[config.mk]
export PLATFORM = sky130hd
export DESIGN_NAME = pipelined_barrel_shifter
export DESIGN_NICKNAME = d
export VERILOG_FILES = /design/src/rtl/pipelined_barrel_shifter.sv
export SDC_FILE = /design/constraint.sdc
export NUM_CORES = 1
export LEC_CHECK = 0
export BUFFER_PORTS_ARGS = -buffer_cell sky130_fd_sc_hd__buf_2
export CORE_UTILIZATION = 45
export CTS_CLUSTER_DIAMETER = 50
export DETAILED_ROUTE_END_ITERATION = 12
export PLACE_DENSITY = 0.65
export SLEW_MARGIN = 20
export SYNTH_ARGS = -nofsm -noshare
export SYNTH_HDL_FRONTEND = slang
export SYNTH_SLANG_ARGS = --single-unit
[constraint.sdc]
create_clock -name clk -period 1.5 [get_ports clk]
set_input_delay 0.15 -clock clk [delete_from_list [all_inputs] [get_ports clk]]
set_output_delay 0.15 -clock clk [all_outputs]
set_load 0.005 [all_outputs]
[src/rtl/pipelined_barrel_shifter.sv]
// ============================================================================
// pipelined_barrel_shifter
//
// Fully pipelined multifunction barrel shifter. It rotates or shifts a
// WIDTH-bit word by 0..WIDTH-1 positions. There is one log2 stage per
// pipeline register, so a new word can be accepted every clock. Stage i
// shifts by 2^i when bit i of the shift amount is set. The pipeline has a
// valid/ready stream handshake on both sides.
//
// Operations (in_op):
//   000 ROL   rotate left
//   001 ROR   rotate right
//   010 SLL   logical shift left, zero fill
//   011 SRL   logical shift right, zero fill
//   100 SRA   arithmetic shift right, filled with the operand's MSB
//   101..111  pass-through
//
// Ports:
//   clk        in   1      system clock, rising edge
//   reset_n    in   1      asynchronous active-low reset
//   in_valid   in   1      input word valid
//   in_ready   out  1      block can accept input this cycle
//   in_data    in   WIDTH  operand
//   in_amt     in   LOG2W  shift/rotate amount
//   in_op      in   3      operation select
//   out_valid  out  1      result valid (registered)
//   out_ready  in   1      consumer accepts result this cycle
//   out_data   out  WIDTH  result (registered)
//
// Latency is LOG2W cycles. All stages advance together whenever the output
// register is empty or being drained. Bubbles are kept and never compressed,
// so ordering is preserved trivially.
// ============================================================================
module pipelined_barrel_shifter #(
    parameter int  WIDTH = 16,
    localparam int LOG2W = $clog2(WIDTH)
) (
    input  logic             clk,
    input  logic             reset_n,
    input  logic             in_valid,
    output logic             in_ready,
    input  logic [WIDTH-1:0] in_data,
    input  logic [LOG2W-1:0] in_amt,
    input  logic [2:0]       in_op,
    output logic             out_valid,
    input  logic             out_ready,
    output logic [WIDTH-1:0] out_data
);

    typedef enum logic [2:0] {
        OP_ROL = 3'b000,
        OP_ROR = 3'b001,
        OP_SLL = 3'b010,
        OP_SRL = 3'b011,
        OP_SRA = 3'b100
    } op_e;

    // Registered state of every stage.
    logic [WIDTH-1:0] data_q  [LOG2W];
    logic [LOG2W-1:0] amt_q   [LOG2W];
    logic [2:0]       op_q    [LOG2W];
    logic             sign_q  [LOG2W];
    logic             valid_q [LOG2W];

    // Stage inputs: stage 0 takes the input port, and stage i takes stage i-1.
    logic [WIDTH-1:0] src_data  [LOG2W];
    logic [LOG2W-1:0] src_amt   [LOG2W];
    logic [2:0]       src_op    [LOG2W];
    logic             src_sign  [LOG2W];
    logic             src_valid [LOG2W];

    // Next-state data for each stage register.
    logic [WIDTH-1:0] data_d [LOG2W];

    // Single global stall: the whole pipe moves iff the output slot frees up.
    logic advance;
    assign advance   = ~out_valid | out_ready;
    assign in_ready  = advance;
    assign out_valid = valid_q[LOG2W-1];
    assign out_data  = data_q[LOG2W-1];

    for (genvar i = 0; i < LOG2W; i++) begin : g_stage
        localparam int SH = 1 << i;

        logic [WIDTH-1:0] shifted;

        if (i == 0) begin : g_src_port
            assign src_data[i]  = in_data;
            assign src_amt[i]   = in_amt;
            assign src_op[i]    = in_op;
            // The SRA fill bit is sampled once from the operand. Partially
            // shifted data is not a valid source for the fill bit.
            assign src_sign[i]  = in_data[WIDTH-1];
            assign src_valid[i] = in_valid;
        end else begin : g_src_prev
            assign src_data[i]  = data_q[i-1];
            assign src_amt[i]   = amt_q[i-1];
            assign src_op[i]    = op_q[i-1];
            assign src_sign[i]  = sign_q[i-1];
            assign src_valid[i] = valid_q[i-1];
        end

        // Fixed-distance shift by 2^i. All part-selects are constant.
        always_comb begin
            // NOTE: a default assignment ahead of the case keeps this purely
            // combinational; any path that left 'shifted' unassigned would
            // infer a latch.
            shifted = src_data[i];
            case (src_op[i])
                OP_ROL:  shifted = {src_data[i][WIDTH-1-SH:0], src_data[i][WIDTH-1:WIDTH-SH]};
                OP_ROR:  shifted = {src_data[i][SH-1:0], src_data[i][WIDTH-1:SH]};
                OP_SLL:  shifted = {src_data[i][WIDTH-1-SH:0], {SH{1'b0}}};
                OP_SRL:  shifted = {{SH{1'b0}}, src_data[i][WIDTH-1:SH]};
                OP_SRA:  shifted = {{SH{src_sign[i]}}, src_data[i][WIDTH-1:SH]};
                default: shifted = src_data[i];
            endcase
        end

        // 2:1 select: apply this stage's shift only when its amount bit is set.
        assign data_d[i] = src_amt[i][i] ? shifted : src_data[i];
    end

    always_ff @(posedge clk or negedge reset_n) begin
        if (!reset_n) begin
            // NOTE: the data/amount/op registers are reset as well as the
            // valid bits. This makes out_data read zero during reset and keeps
            // the pipe free of X after power-up.
            for (int i = 0; i < LOG2W; i++) begin
                data_q[i]  <= '0;
                amt_q[i]   <= '0;
                op_q[i]    <= '0;
                sign_q[i]  <= 1'b0;
                valid_q[i] <= 1'b0;
            end
        end else if (advance) begin
            // NOTE: every stage reads its predecessor's old value on this
            // edge. Non-blocking assignment is what makes the words move one
            // stage per clock and not fall through the whole pipe at once.
            for (int i = 0; i < LOG2W; i++) begin
                data_q[i]  <= data_d[i];
                amt_q[i]   <= src_amt[i];
                op_q[i]    <= src_op[i];
                sign_q[i]  <= src_sign[i];
                valid_q[i] <= src_valid[i];
            end
        end
    end

    // Nothing reads the control fields of the final stage. Synthesis prunes them.
    logic unused_tail;
    assign unused_tail = ^{amt_q[LOG2W-1], op_q[LOG2W-1], sign_q[LOG2W-1]};

endmodule

==> flow_summary.yaml <==
clock_tree:
  clk_pin_slew_ns: 0.09
  cts_buffers: 9
  cts_tree: "built"
  clock-root-buffer: "clkbuf_8"
  cts.sinks: 86
  htreeDepth: 3
  cts_buffer_depth: 2
  insertion_delay_ns: 0.36
logic_synthesis:
  ys_seq_elements: 86
  mappedNetlistArea_mm2: 0.00484
  ys_seq_area_share_pct: 44.5
  synth_nets: 562
  synth.distinct_cells: 47
  synth_warnings: 0
  synth.avg_cell_area_um2: 9.04
  synthCells: 535
grt:
  antenna_found_initial: 0
  grt_pass1_vias: 3861
  overflow: 0
  grt_pass1_wl_um: 19200
  grt_start_max_net_pins: 87
  grt.total_usage_pct: 21.7
power:
  p_int_mw: 6.39
  p_leak_nw: 2.27
  power_mw: 11.0
  p_seq_share_pct: 41.3
  clkPwrFrac_pct: 13.0
  pwr-share-comb_pct: 45.7
  ir_worst_vdd_mv: 0.678
  sw_frac_of_total_pct: 42.0
  p_sw_mw: 4.63
  p_per_area_mw_per_mm2: 2010
detailed_routing:
  drtPass1Iterations: 6
  wire_per_inst_um: 16.5
  vias_per_cell: 5.93
  vias: 4150
  detail_route.iter0.violations: 267
  ant_nets: 0
  postRouteWirelength_um: 11500
  drc: 0
die:
  initial_core_util_pct: 46.6
  die_area_mm2: 0.0112
  core_mm2: 0.0104
  die_x_um: 106
  rows: 37
  die_h_um: 106
  io_pins: 45
sta:
  fin_skew_ns: 0.0126
  post-route-period-util_pct: 97.7
  rsz0062_at_grt: "yes"
  worst_pin_slew_ns: 0.487
  hold_viol: 0
  holdWs_ns: 0.0464
  setup_ws_ns: 0.0350
  finalSetupViolCount: 0
  final.min_clock_period_ns: 1.47
  slew_headroom_pct: 67.5
  final-max-slew-violation-count: 0
  max_clock_freq_mhz: 683
final_layout:
  area_growth_pct: 13.1
  nets: 586
  drive_above_1_share_pct: 21.8
  fin_cells: 700
  insertedDiodeCount: 0
  fin_area_mm2: 0.00547
min_path:
  hp-class: "in2reg"
placement:
  dp_cells: 674
  gp_congestion: 0.809
  dpl_worst_slack_ns: -0.0825
  dpl.hpwl_um: 7930
  port_buffers: 44
  placed_area_mm2: 0.00510
run_status:
  status: "finished clean"
run:
  maxCapViolations: 0
worst_setup_path:
  cp.arrival_ns: 1.69
  start_kind: "register"
  crit_fanout: 13
  cp_data_required_time_ns: 1.72
  critPathCaptureType: "register"
  path_class: "reg2reg"
==> placed cells by master (no fill, tap or decap), types with 10 or more instances in the layout <==
master	count
dfrtp_1	86
nand2_1	85
o21ai_0	46
buf_2	42
nor2_1	40
o22ai_1	27
a21oi_1	25
a221oi_1	18
buf_4	18
a221o_1	14
o221a_2	13
a211oi_1	12
o21a_1	10
==> synth_stat cells (all sizes together) <==
cell type,number,area (um^2)
nand2,87,329
dfrtp,86,2150
o21ai,56,295
buf,53,344
nor2,42,158
o22ai,28,175
a21oi,26,134
a221oi,22,199
a221o,14,140
o221a,13,146
a211oi,12,90.1
clkbuf,12,45.0
nand2b,11,76.3
o21a,10,75.1
inv,8,30.0
nor3,8,40.0
o211ai,8,60.1
nand3b,7,52.6
a31oi,4,25.0
o22a,4,35.0
o311ai,4,50.1
mux2i,3,30.0
nor2b,3,33.8
a21boi,2,15.0
and2,2,12.5
and2b,2,15.0
o31ai,2,15.0
o32ai,2,17.5
a41o,1,10.0
mux2,1,11.3
nor4b,1,15.0
o32a,1,10.0
==> metrics by stage <==
stage	util [%]	setup TNS (ns)
5_1_grt	52.8	-0.279
3_5_place_dp	49.1	-0.604
2_1_floorplan	-	0
4_1_cts	51.5	-0.0214
3_3_place_gp	49.1	-0.200
6_report	52.8	0
==> sequential cells by signal, summed over array words and instances, names as in the netlist <==
register   cells
out_valid      1
sign_q         3
out_data      16
amt_q          6
op_q           9
src_valid      3
data_q        48
==> worst max-delay path, stage by stage, from the launching register on <==
cell      delay, ns
dfrtp_1        0.52
nand2b_4       0.16
mux2_2         0.30
o32ai_1        0.21
a21oi_1        0.13
==> layer usage <==
layer | up-vias | GRT usage, % | part of all wire, %
met5 | - | 0 | 0
met2 | 127 | 33.4 | 47
li1 | 2011 | - | -
met1 | 1991 | 29.9 | 46
met4 | 0 | 8.93 | 2.2
met3 | 21 | 4.02 | 4.7
==> logic make-up after synthesis <==
logic type | share of synthesized area [%]
buf+inv | 8.67
mux | 0.854
flops | 44.5
compound gates | 30.9
simple gates | 15.1
==> power by group through the flow <==
stage | sequential, mW | clock, mW | combinational (mW)
floorplan | 4.06 | 0 | 3.94
global placement | 4.53 | 0 | 4.58
detailed placement | 4.56 | 0 | 4.69
CTS | 4.52 | 1.47 | 4.77
global route | 4.69 | 1.58 | 5.63
finish | 4.55 | 1.43 | 5.04
==> layout make-up <==
cell class	count	area (um^2)
timing repair buffer	78	621
multi-input combinational	376	2330
sequential	86	2150
fill	1005	4900
clock buffer	11	131
clock inverter	5	36.3
inverter	8	35.0
tap	136	170
==> path summary, 6_finish.rpt <==
kind	start	endpoint	slack (ns)	cells past startpoint
setup reg to reg	op_q[11]$_DFFE_PN0P_	data_q[33]$_DFFE_PN0P_	0.03	4
hold / removal	in_data[15]	sign_q[3]$_DFFE_PN0P_	0.05	3
setup / recovery	op_q[11]$_DFFE_PN0P_	data_q[33]$_DFFE_PN0P_	0.03	4
min in group asynchronous	reset_n	out_data[5]$_DFFE_PN0P_	0.36	3
hold reg to reg	src_valid[2]$_DFFE_PN0P_	src_valid[2]$_DFFE_PN0P_	0.47	2
max in group asynchronous	reset_n	data_q[51]$_DFFE_PN0P_	0.80	3
==> what timing repair did <==
| action | in CTS | in global routing |
|---|---|---|
| gates resized for setup | 7 | 17 |
| gates cloned | 0 | 1 |
| hold endpoints to repair | 90 | 0 |
| pin swaps | 0 | 0 |
| setup endpoints to repair | 18 | 33 |
| buffers inserted | 0 | 4 |
| hold buffers | 5 | 0 |
Note: power is estimated with default switching activity, not from simulation.
